===== src/rtl/rv32i_pkg.sv =====
// Shared constants and types for the RV32I instruction-fetch stage.
package rv32i_pkg;

  localparam int unsigned XLEN = 32;

  localparam logic [XLEN-1:0] RESET_PC_DEFAULT = 32'h0000_0000;
  localparam logic [XLEN-1:0] NOP_INST         = 32'h0000_0013;

  typedef enum logic [1:0] {
    StBoot,
    StRun,
    StFlush
  } fetch_state_e;

  function automatic logic [XLEN-1:0] word_align(input logic [XLEN-1:0] addr);
    return addr & ~XLEN'(3);
  endfunction

endpackage


===== src/rtl/rv32i_fetch_unit_if.sv =====
// Fetch-unit bundle: instruction-memory handshake, redirect input and instruction output.
interface rv32i_fetch_unit_if;
  import rv32i_pkg::*;

  logic            imem_req;
  logic [XLEN-1:0] imem_addr;
  logic            imem_gnt;
  logic            imem_rvalid;
  logic [XLEN-1:0] imem_rdata;

  logic            redirect;
  logic [XLEN-1:0] redirect_pc;

  logic            inst_valid;
  logic            inst_ready;
  logic [XLEN-1:0] inst;
  logic [XLEN-1:0] inst_pc;
  logic [XLEN-1:0] inst_pc4;

  modport master (
    output imem_req, imem_addr,
    input  imem_gnt, imem_rvalid, imem_rdata,
    input  redirect, redirect_pc,
    output inst_valid, inst, inst_pc, inst_pc4,
    input  inst_ready
  );

  modport slave (
    input  imem_req, imem_addr,
    output imem_gnt, imem_rvalid, imem_rdata,
    output redirect, redirect_pc,
    input  inst_valid, inst, inst_pc, inst_pc4,
    output inst_ready
  );

endinterface


===== src/rtl/rv32i_fetch_fifo.sv =====
// Registered DEPTH x XLEN FIFO holding fetched instruction words; flush beats push.
module rv32i_fetch_fifo
  import rv32i_pkg::*;
#(
  parameter int unsigned DEPTH = 2
) (
  input  logic                         clock,
  input  logic                         reset,
  input  logic                         push,
  input  logic [XLEN-1:0]              push_data,
  input  logic                         pop,
  input  logic                         flush,
  output logic [XLEN-1:0]              head_data,
  output logic [$clog2(DEPTH+1)-1:0]   count,
  output logic                         empty,
  output logic                         full
);

  localparam int unsigned PtrW = $clog2(DEPTH);
  localparam int unsigned CntW = $clog2(DEPTH + 1);

  logic [XLEN-1:0] mem_q [DEPTH];
  logic [PtrW-1:0] wr_ptr_q, rd_ptr_q;
  logic [CntW-1:0] count_q;
  logic            do_push, do_pop;

  assign empty   = (count_q == '0);
  assign full    = (count_q == CntW'(DEPTH));
  assign do_push = push & ~full;
  assign do_pop  = pop & ~empty;

  always_ff @(posedge clock) begin
    if (reset || flush) begin
      wr_ptr_q <= '0;
      rd_ptr_q <= '0;
      count_q  <= '0;
    end else begin
      if (do_push) begin
        mem_q[wr_ptr_q] <= push_data;
        wr_ptr_q        <= wr_ptr_q + PtrW'(1);
      end
      if (do_pop) begin
        rd_ptr_q <= rd_ptr_q + PtrW'(1);
      end
      count_q <= count_q + CntW'(do_push) - CntW'(do_pop);
    end
  end

  assign head_data = mem_q[rd_ptr_q];
  assign count     = count_q;

endmodule


===== src/rtl/rv32i_fetch_unit.sv =====
// RV32I fetch stage: credit-limited in-order fetch, response FIFO, redirect with stale-drop flush.
module rv32i_fetch_unit
  import rv32i_pkg::*;
#(
  parameter logic [XLEN-1:0] RESET_PC = RESET_PC_DEFAULT,
  parameter int unsigned     DEPTH    = 2
) (
  input logic                clock,
  input logic                reset,
  rv32i_fetch_unit_if.master bus
);

  localparam int unsigned CntW = $clog2(DEPTH + 1);
  localparam int unsigned SumW = CntW + 1;

  fetch_state_e    state_q, state_d;
  logic [XLEN-1:0] fetch_pc_q, fetch_pc_d;
  logic [XLEN-1:0] head_pc_q, head_pc_d;
  logic [XLEN-1:0] target;
  logic [CntW-1:0] out_q, out_d;
  logic            req_q, req_d;
  logic            grant, rsp, push, pop, accept_rsp;
  logic [CntW-1:0] fifo_count;
  logic            fifo_empty, fifo_full;
  logic [XLEN-1:0] fifo_head;
  logic [SumW-1:0] credit_used;

  assign target = word_align(bus.redirect_pc);
  assign grant  = req_q & bus.imem_gnt;
  // Responses with nothing outstanding are protocol errors (or pre-reset leftovers).
  assign rsp    = bus.imem_rvalid & (out_q != '0);
  assign out_d  = out_q + CntW'(grant) - CntW'(rsp);
  assign pop    = ~fifo_empty & bus.inst_ready;
  assign push   = rsp & accept_rsp & ~bus.redirect;

  always_ff @(posedge clock) begin
    if (reset) begin
      state_q <= StBoot;
    end else begin
      state_q <= state_d;
    end
  end

  always_comb begin
    state_d = state_q;
    unique case (state_q)
      StBoot:  state_d = StRun;
      StRun:   if (bus.redirect && (out_d != '0)) state_d = StFlush;
      StFlush: if (out_d == '0) state_d = StRun;
      default: state_d = StBoot;
    endcase
  end

  always_comb begin
    accept_rsp = 1'b0;
    unique case (state_q)
      StRun:   accept_rsp = 1'b1;
      default: accept_rsp = 1'b0;
    endcase
  end

  always_comb begin
    // Every slot already claimed: buffered, in flight, or the request currently on the bus.
    credit_used = SumW'(fifo_count) + SumW'(out_q) + SumW'(req_q);
    fetch_pc_d  = fetch_pc_q;
    head_pc_d   = head_pc_q;
    if (bus.redirect) begin
      fetch_pc_d = target;
      head_pc_d  = target;
    end else begin
      if (grant) fetch_pc_d = fetch_pc_q + XLEN'(4);
      if (pop)   head_pc_d  = head_pc_q + XLEN'(4);
    end

    if (bus.redirect || (state_d != StRun)) begin
      req_d = 1'b0;
    end else if (req_q && !bus.imem_gnt) begin
      req_d = 1'b1;
    end else begin
      req_d = (credit_used < SumW'(DEPTH));
    end
  end

  always_ff @(posedge clock) begin
    if (reset) begin
      fetch_pc_q <= RESET_PC;
      head_pc_q  <= RESET_PC;
      out_q      <= '0;
      req_q      <= 1'b0;
    end else begin
      fetch_pc_q <= fetch_pc_d;
      head_pc_q  <= head_pc_d;
      out_q      <= out_d;
      req_q      <= req_d;
    end
  end

  rv32i_fetch_fifo #(
    .DEPTH (DEPTH)
  ) u_fifo (
    .clock     (clock),
    .reset     (reset),
    .push      (push),
    .push_data (bus.imem_rdata),
    .pop       (pop),
    .flush     (bus.redirect),
    .head_data (fifo_head),
    .count     (fifo_count),
    .empty     (fifo_empty),
    .full      (fifo_full)
  );

  assign bus.imem_req   = req_q;
  assign bus.imem_addr  = fetch_pc_q;
  assign bus.inst_valid = ~fifo_empty;
  assign bus.inst       = fifo_empty ? NOP_INST : fifo_head;
  assign bus.inst_pc    = head_pc_q;
  assign bus.inst_pc4   = head_pc_q + XLEN'(4);

  push_never_full: assert property (@(posedge clock) disable iff (reset) push |-> !fifo_full);

endmodule


===== src/flat_wrapper.sv =====
// flat-port wrapper written by rule: the top's interface ports become plain ports
module rv32i_fetch_unit_flat import rv32i_pkg::*;
#(
  parameter logic [XLEN-1:0] RESET_PC = RESET_PC_DEFAULT,
  parameter int unsigned     DEPTH    = 2
)
  (clock, reset, bus_imem_req, bus_imem_addr, bus_imem_gnt, bus_imem_rvalid, bus_imem_rdata, bus_redirect, bus_redirect_pc, bus_inst_valid, bus_inst, bus_inst_pc, bus_inst_pc4, bus_inst_ready);
  rv32i_fetch_unit_if bus_i ();
  input logic clock;
  input logic reset;
  output wire logic [$bits(bus_i.imem_req)-1:0] bus_imem_req;
  output wire logic [$bits(bus_i.imem_addr)-1:0] bus_imem_addr;
  input wire logic [$bits(bus_i.imem_gnt)-1:0] bus_imem_gnt;
  input wire logic [$bits(bus_i.imem_rvalid)-1:0] bus_imem_rvalid;
  input wire logic [$bits(bus_i.imem_rdata)-1:0] bus_imem_rdata;
  input wire logic [$bits(bus_i.redirect)-1:0] bus_redirect;
  input wire logic [$bits(bus_i.redirect_pc)-1:0] bus_redirect_pc;
  output wire logic [$bits(bus_i.inst_valid)-1:0] bus_inst_valid;
  output wire logic [$bits(bus_i.inst)-1:0] bus_inst;
  output wire logic [$bits(bus_i.inst_pc)-1:0] bus_inst_pc;
  output wire logic [$bits(bus_i.inst_pc4)-1:0] bus_inst_pc4;
  input wire logic [$bits(bus_i.inst_ready)-1:0] bus_inst_ready;
  assign bus_imem_req = bus_i.imem_req;
  assign bus_imem_addr = bus_i.imem_addr;
  assign bus_i.imem_gnt = bus_imem_gnt;
  assign bus_i.imem_rvalid = bus_imem_rvalid;
  assign bus_i.imem_rdata = bus_imem_rdata;
  assign bus_i.redirect = bus_redirect;
  assign bus_i.redirect_pc = bus_redirect_pc;
  assign bus_inst_valid = bus_i.inst_valid;
  assign bus_inst = bus_i.inst;
  assign bus_inst_pc = bus_i.inst_pc;
  assign bus_inst_pc4 = bus_i.inst_pc4;
  assign bus_i.inst_ready = bus_inst_ready;
  rv32i_fetch_unit #(.RESET_PC(RESET_PC), .DEPTH(DEPTH)) u_core (.clock(clock), .reset(reset), .bus(bus_i));
endmodule

===== config.mk =====
export PLATFORM = sky130hd
export DESIGN_NAME = rv32i_fetch_unit_flat
export DESIGN_NICKNAME = d
export VERILOG_FILES = /design/src/rtl/rv32i_pkg.sv /design/src/rtl/rv32i_fetch_unit_if.sv /design/src/rtl/rv32i_fetch_fifo.sv /design/src/rtl/rv32i_fetch_unit.sv /design/src/flat_wrapper.sv
export SDC_FILE = /design/constraint.sdc
export NUM_CORES = 1
export LEC_CHECK = 0
export ABC_AREA = 0
export BUFFER_PORTS_ARGS = -buffer_cell sky130_fd_sc_hd__clkbuf_2
export CAP_MARGIN = 20
export CORE_UTILIZATION = 35
export CTS_BUF_LIST = sky130_fd_sc_hd__clkbuf_16
export CTS_CLUSTER_SIZE = 28
export DETAILED_ROUTE_END_ITERATION = 8
export GPL_TIMING_DRIVEN = 0
export SLEW_MARGIN = 0
export SYNTH_ARGS = -nofsm -noshare
export SYNTH_HDL_FRONTEND = slang
export SYNTH_SLANG_ARGS = --single-unit

===== constraint.sdc =====
create_clock -name clock -period 10.12 [get_ports clock]
set_clock_uncertainty 0.1 [all_clocks]
set_input_delay 2.53 -clock clock [delete_from_list [all_inputs] [get_ports clock]]
set_output_delay 2.53 -clock clock [all_outputs]
set_load 0.01 [all_outputs]

# Word-level counts from Yosys, hierarchy flattened
# Memory sizes are Yosys's and may differ from the RTL's. A register that Yosys moved wholly into a read port is not among the register bits.
# Index checks and enable logic that the tools add are counted.
[totals] word_cells=65 ram_bits=64 ff_bits=73 output_inout_bits=130 mem_count=1 inputBits=70
[op_classes] eq_ne=4 add_sub_neg=10 mux=15 n_bitwise=10 n_lt_le_gt_ge=1 reduce_logical=14
[memory_table] name="u_core.u_fifo.mem_q" words=2 word_bits=32 read_ports=1 rd_ports_with_merged_regs=1 wr=1 line_no="rv32i_fetch_fifo.sv:22" text="logic [XLEN-1:0] mem_q [DEPTH];"
[op_table] cell="$mux 32" count=5
[op_table] cell="$add 32x3->32 const B" count=2
[op_table] cell="$reduce_bool 2->1" count=4
[op_table] cell="$and 1x1->1" count=7
[op_table] cell="$mux 1" count=7
[op_table] cell="$logic_not 2->1" count=3
[op_table] cell="$pmux 2 s3" count=1
[op_table] cell="$add 2x1->2" count=2
[op_table] cell="$eq 2x2->1 const B" count=2
[op_table] cell="$mux 2" count=2
[op_table] cell="$reduce_or 2->1" count=2
[op_table] cell="$sub 2x1->2" count=2
[op_table] cell="$add 2x2->3" count=1
[op_table] cell="$add 3x1->3" count=1
[op_table] cell="$lt 3x2->1 const B" count=1
[op_table] cell="$not 1->1" count=3
[op_table] cell="$add 1x1->1 const B" count=2
[op_table] cell="$eq 2x1->1 const B" count=1
[op_table] cell="$logic_and 1x1->1" count=2
[op_table] cell="$logic_or 1x1->1" count=2
[op_table] cell="$ne 2x1->1 const B" count=1
[op_table] cell="$logic_not 1->1" count=1

# Longest topological paths before layout
[depth] depth_word=10 depth_mapped=10 depth_no_buf=8

# Cells and area by module
# Synthesis repeated with hierarchy kept, for this count alone.
[hier_totals] hier_cells=706 hier_area_um2=7272.0
[modules_own_cells] module="rv32i_fetch_unit" area_per_inst_um2=4565.6 seq_area_each_um2=1301.2 instances=1 cells_per_inst=580
[modules_own_cells] module="rv32i_fetch_fifo" area_per_inst_um2=2706.3 seq_area_each_um2=2021.9 instances=1 cells_per_inst=126

# Worst setup path after synthesis
# No wires, ideal clock.
[synth_path] kind="in2reg" start="input port reset" end="memory u_core.u_fifo.mem_q[1][0] (enable)" required_ps=9552 setup_ps=468 path_slack_ps=4244 arrival_ps=5308 n_path_buf=2 path_stages=3 path_cell_list="clkbuf_1 clkbuf_1 nor3b_1"
[synth_between] elab_chain_cells=3
[synth_lines] element="start: declaration" line_no="flat_wrapper.sv:10" text="input logic reset;"
[synth_lines] element="$logic_or 1x1->1" line_no="rv32i_fetch_fifo.sv:33" text="if (reset || flush) begin"
[synth_lines] element="$mux 1" line_no="rv32i_fetch_fifo.sv:33"
[synth_lines] element="$mux 1 (not written as such)" line_no="rv32i_fetch_fifo.sv:39" text="mem_q[wr_ptr_q] <= push_data;"
[synth_lines] element="end: declaration" line_no="rv32i_fetch_fifo.sv:22"
# Every way passes these cells.

# Worst setup path after layout
[layout_path] start="register u_core.head_pc_q[2], in the netlist u_core.bus.inst_pc[2]" end="output port bus_inst_pc4[20]"
[layout_between] elab_chain_cells=1
[layout_lines] element="start: declaration" line_no="rv32i_fetch_unit.sv:18" text="logic [XLEN-1:0] head_pc_q, head_pc_d;"
[layout_lines] element="start signal: assignment" line_no="rv32i_fetch_unit.sv:92" text="head_pc_q <= head_pc_d;"
[layout_lines] element="$add 32x3->32" line_no="rv32i_fetch_unit.sv:118" text="assign bus.inst_pc4 = head_pc_q + XLEN'(4);"
[layout_lines] element="end: declaration" line_no="flat_wrapper.sv:21" text="output wire logic [$bits(bus_i.inst_pc4)-1:0] bus_inst_pc4;"
# Every way passes these cells.

==> results.py <==
metrics = {
    "status": {
        "run_status": "finished, final reports clean",
    },
    "detailed_routing": {
        "drt.antenna.violating_nets": 0,
        "detail_route.drc_violations": 0,
        "total_vias_in_the_final_route": 6153,
        "first_iter_violations": 374,
        "wl_um": 20800,
        "drt-pass1-iter-count": 5,
        "route.detailed.vias_per_inst": 5.21,
        "drt-wirelength-per-cell_um": 17.7,
    },
    "sta": {
        "tns_ns": 0,
        "rsz0062_at_grt": "no",
        "final_critical_path_setup_slack_ns": 4.77,
        "final_max_slew_violation_count": 0,
        "slew_at_the_pin_closest_to_its_max_slew_limit_ns": 0.869,
        "final_setup_viols": 0,
        "period_share": 0.529,
        "hold_violations": 0,
        "slew-limit-headroom": 0.416,
        "max_freq_mhz": 187,
        "worst_hold_slack_ns": 0.421,
        "layout_min_cycle_time_ns": 5.35,
    },
    "die": {
        "chipHeight_um": 142,
        "die_width_um": 142,
        "row_count": 50,
        "core-area_um2": 19000,
        "start_util": 0.362,
        "die-area_um2": 20200,
        "io_pins": 200,
    },
    "final_layout": {
        "num-nets-final": 985,
        "layout-drive-gt1-share": 0.277,
        "area_delta_synth_final_pct": 28.1,
        "final_util": 0.464,
        "antenna_cells_inserted": 0,
    },
    "power": {
        "power_mw": 1.38,
        "power.density_cell_area_nw_per_um2": 157,
        "leakage_power_of_the_design_nw": 3.49,
        "power.ir.vdd_worst_uv": 122,
    },
    "critical_path": {
        "worstReg2RegStart": "u_core.u_fifo.count[1]",
        "timing.critical_path.required_ns": 7.49,
        "startpoint_type": "flop",
        "timing.critical_path.slowest_stage_cell": "nor3_1",
        "crit_path_start": "u_core.bus.inst_pc[2]",
        "critical_path.endpoint_type": "output port",
        "criticalPathCategory": "flop to output port",
        "worstPathCellList": "ha_1, nand3_1, buf_2, nor3_1, nand4_1, xnor2_1, clkbuf_2",
        "timing.critical_path.fanout_max": 10,
        "worst_path_largest_cell_delay_ns": 0.67,
        "worst_reg2reg_setup_slack_ns": 7.23,
        "critical_path_arrival_ns": 2.72,
        "path_delay_family": "simple AND/OR/NAND/NOR gates",
        "worstPathBufferInverterCount": 2,
    },
    "cts": {
        "tritoncts_clock_tree": "yes",
        "clock_sinks": 134,
        "cts_made_buffers": 17,
        "post_cts.repair.setup_buffers": 0,
        "cts_hold_buffers": 0,
        "cts_buffer_depth": 2,
        "ctsRootBufferMaster": "clkbuf_16",
        "clk-insertion-delay-late_ns": 0.42,
        "htree_num_levels": 4,
        "cts_resized": 0,
        "cts.clk_slew.worst_paths_ns": 0.06,
    },
    "min_path": {
        "worst_hold_path_startpoint": "u_core.bus.inst_pc[3]",
        "hp-class": "flop to flop",
    },
    "job": {
        "max_cap_violations": 0,
    },
    "grt": {
        "grt_antenna_before_repair": 0,
        "gr-usage-all-layers": 0.206,
        "grt_pass1_wl_um": 31700,
        "first_global_vias": 5765,
        "grt_remaining_overflow": 0,
        "grt_start_max_net_pins": 17,
    },
    "yosys": {
        "ys_seq_area_frac": 0.484,
        "yosysMostFrequentCell": "dfxtp_1",
        "primary_flip_flop_cell_chosen_by_synthesis_mapping": "dfxtp_1",
        "async_reset_ff_frac": 0,
        "ys.warnings.count": 0,
        "synthDominantCellAreaShare": 0.280,
        "postSynthRegisterBits": 134,
        "postSynthCellCount": 686,
        "synthDistinctLibCells": 55,
        "synth_commonest_cells": "70 x dfxtp_1, 64 x edfxtp_1, 52 x nor2_1",
        "synthTopCellsByArea": "edfxtp_1 28%, dfxtp_1 20%, mux2i_1 4.8%",
        "post_synth_instance_area_um2": 6870,
        "synth_area_per_cell_um2": 10.0,
        "synthDominantAreaCellType": "edfxtp_1",
        "number_of_synthesized_flops_with_an_enable_pin": 64,
    },
    "placement": {
        "dpl.hpwl_um": 15900,
        "replace_congestion": 0.891,
        "port_buffers": 190,
        "place_worst_setup_slack_ns": 5.13,
    },
}
-- power by group --
part	total [mW]	leakage (nW)	internal (mW)	switching, mW
Sequential	0.626	1.16	0.593	0.0326
Combinational	0.177	2.06	0.0785	0.0988
Clock	0.575	0.274	0.329	0.247
Total	1.38	3.49	1.00	0.378
-- per-layer routing --
| metal | GRT usage | wire length [um] |
|---|---|---|
| met1 | 0.268 | 9310 |
| met4 | 0.0905 | 589 |
| met3 | 0.0384 | 1430 |
| met5 | 0 | 0 |
| met2 | 0.333 | 9510 |
-- cell type report --
class	instances	area (um^2)
sequential	134	3320
inverter	36	135
clock buffer	18	450
buffer	55	251
clock inverter	14	101
fill	1840	10200
multi-input combinational	466	3190
tap	260	325
timing repair buffer	197	1020
-- cell families (layout without fill, tap and decap cells) --
family / Yosys count / after routing / share of synthesized area
buffers and inverters: 91 / 320 / 0.0563
other: 1 / 6 / 0.000546
DFF: 134 / 134 / 0.484
xor gates and xnor gates: 54 / 54 / 0.0709
AOI/OAI and AO/OA: 128 / 128 / 0.135
adders and majority gates: 8 / 8 / 0.0157
and+or+nand+nor: 237 / 237 / 0.190
muxes: 33 / 33 / 0.0481
-- flip-flops by register name (all words and copies together), names as in the netlist, named ones only --
signal	flops
u_core.out_q	2
u_core.bus.imem_addr	30
u_core.u_fifo.mem_q	64
u_core.u_fifo.wr_ptr_q	1
u_core.bus.imem_req	1
u_core.u_fifo.count	2
u_core.u_fifo.rd_ptr_q	1
u_core.state_q	2
u_core.bus.inst_pc	30
-- worst min-delay path: cells and delay by family (launching register included) --
kind	cells	cell delay (ns)
AO/OA/AOI/OAI	1	0.07
flip-flops	1	0.34
AND/OR/NAND/NOR	1	0.07
-- cells in the final DEF, fill, tap and decap left out, drive strengths merged, types with 4 or more instances in the layout --
| cell | n |
|---|---|
| nor3 | 25 |
| buf | 30 |
| edfxtp | 64 |
| a21boi | 17 |
| nand3 | 15 |
| conb | 6 |
| nor4 | 26 |
| a21oi | 25 |
| a31oi | 9 |
| clkbuf | 240 |
| o31ai | 5 |
| xnor2 | 34 |
| o31a | 29 |
| xor2 | 19 |
| nand2 | 36 |
| and3 | 13 |
| clkinv | 7 |
| and2 | 5 |
| nand4 | 22 |
| or3 | 8 |
| mux2i | 33 |
| o21ai | 8 |
| o21bai | 7 |
| nor2b | 4 |
| or4 | 8 |
| dfxtp | 70 |
| a311oi | 4 |
| ha | 7 |
| and4 | 15 |
| inv | 41 |
| a211oi | 8 |
| nor2 | 52 |
-- path summary, 6_finish.rpt --
path,depth (start not counted),endpoint
worst max-delay path,7,bus_inst_pc4[20]
worst min register to register,2,u_core.bus.inst_pc[3]
worst min-delay path,2,u_core.bus.inst_pc[3]
worst max register to register,10,u_core.u_fifo.count[1]
-- through the flow --
step           cell area (um^2)  instances
5_1_grt                    8800       1180
3_3_place_gp               8160       1141
4_1_cts                    8800       1180
3_5_place_dp               8250       1148
6_report                   8800       1180
2_1_floorplan              6890        691
No activity file was read; power rests on OpenSTA's default activity.
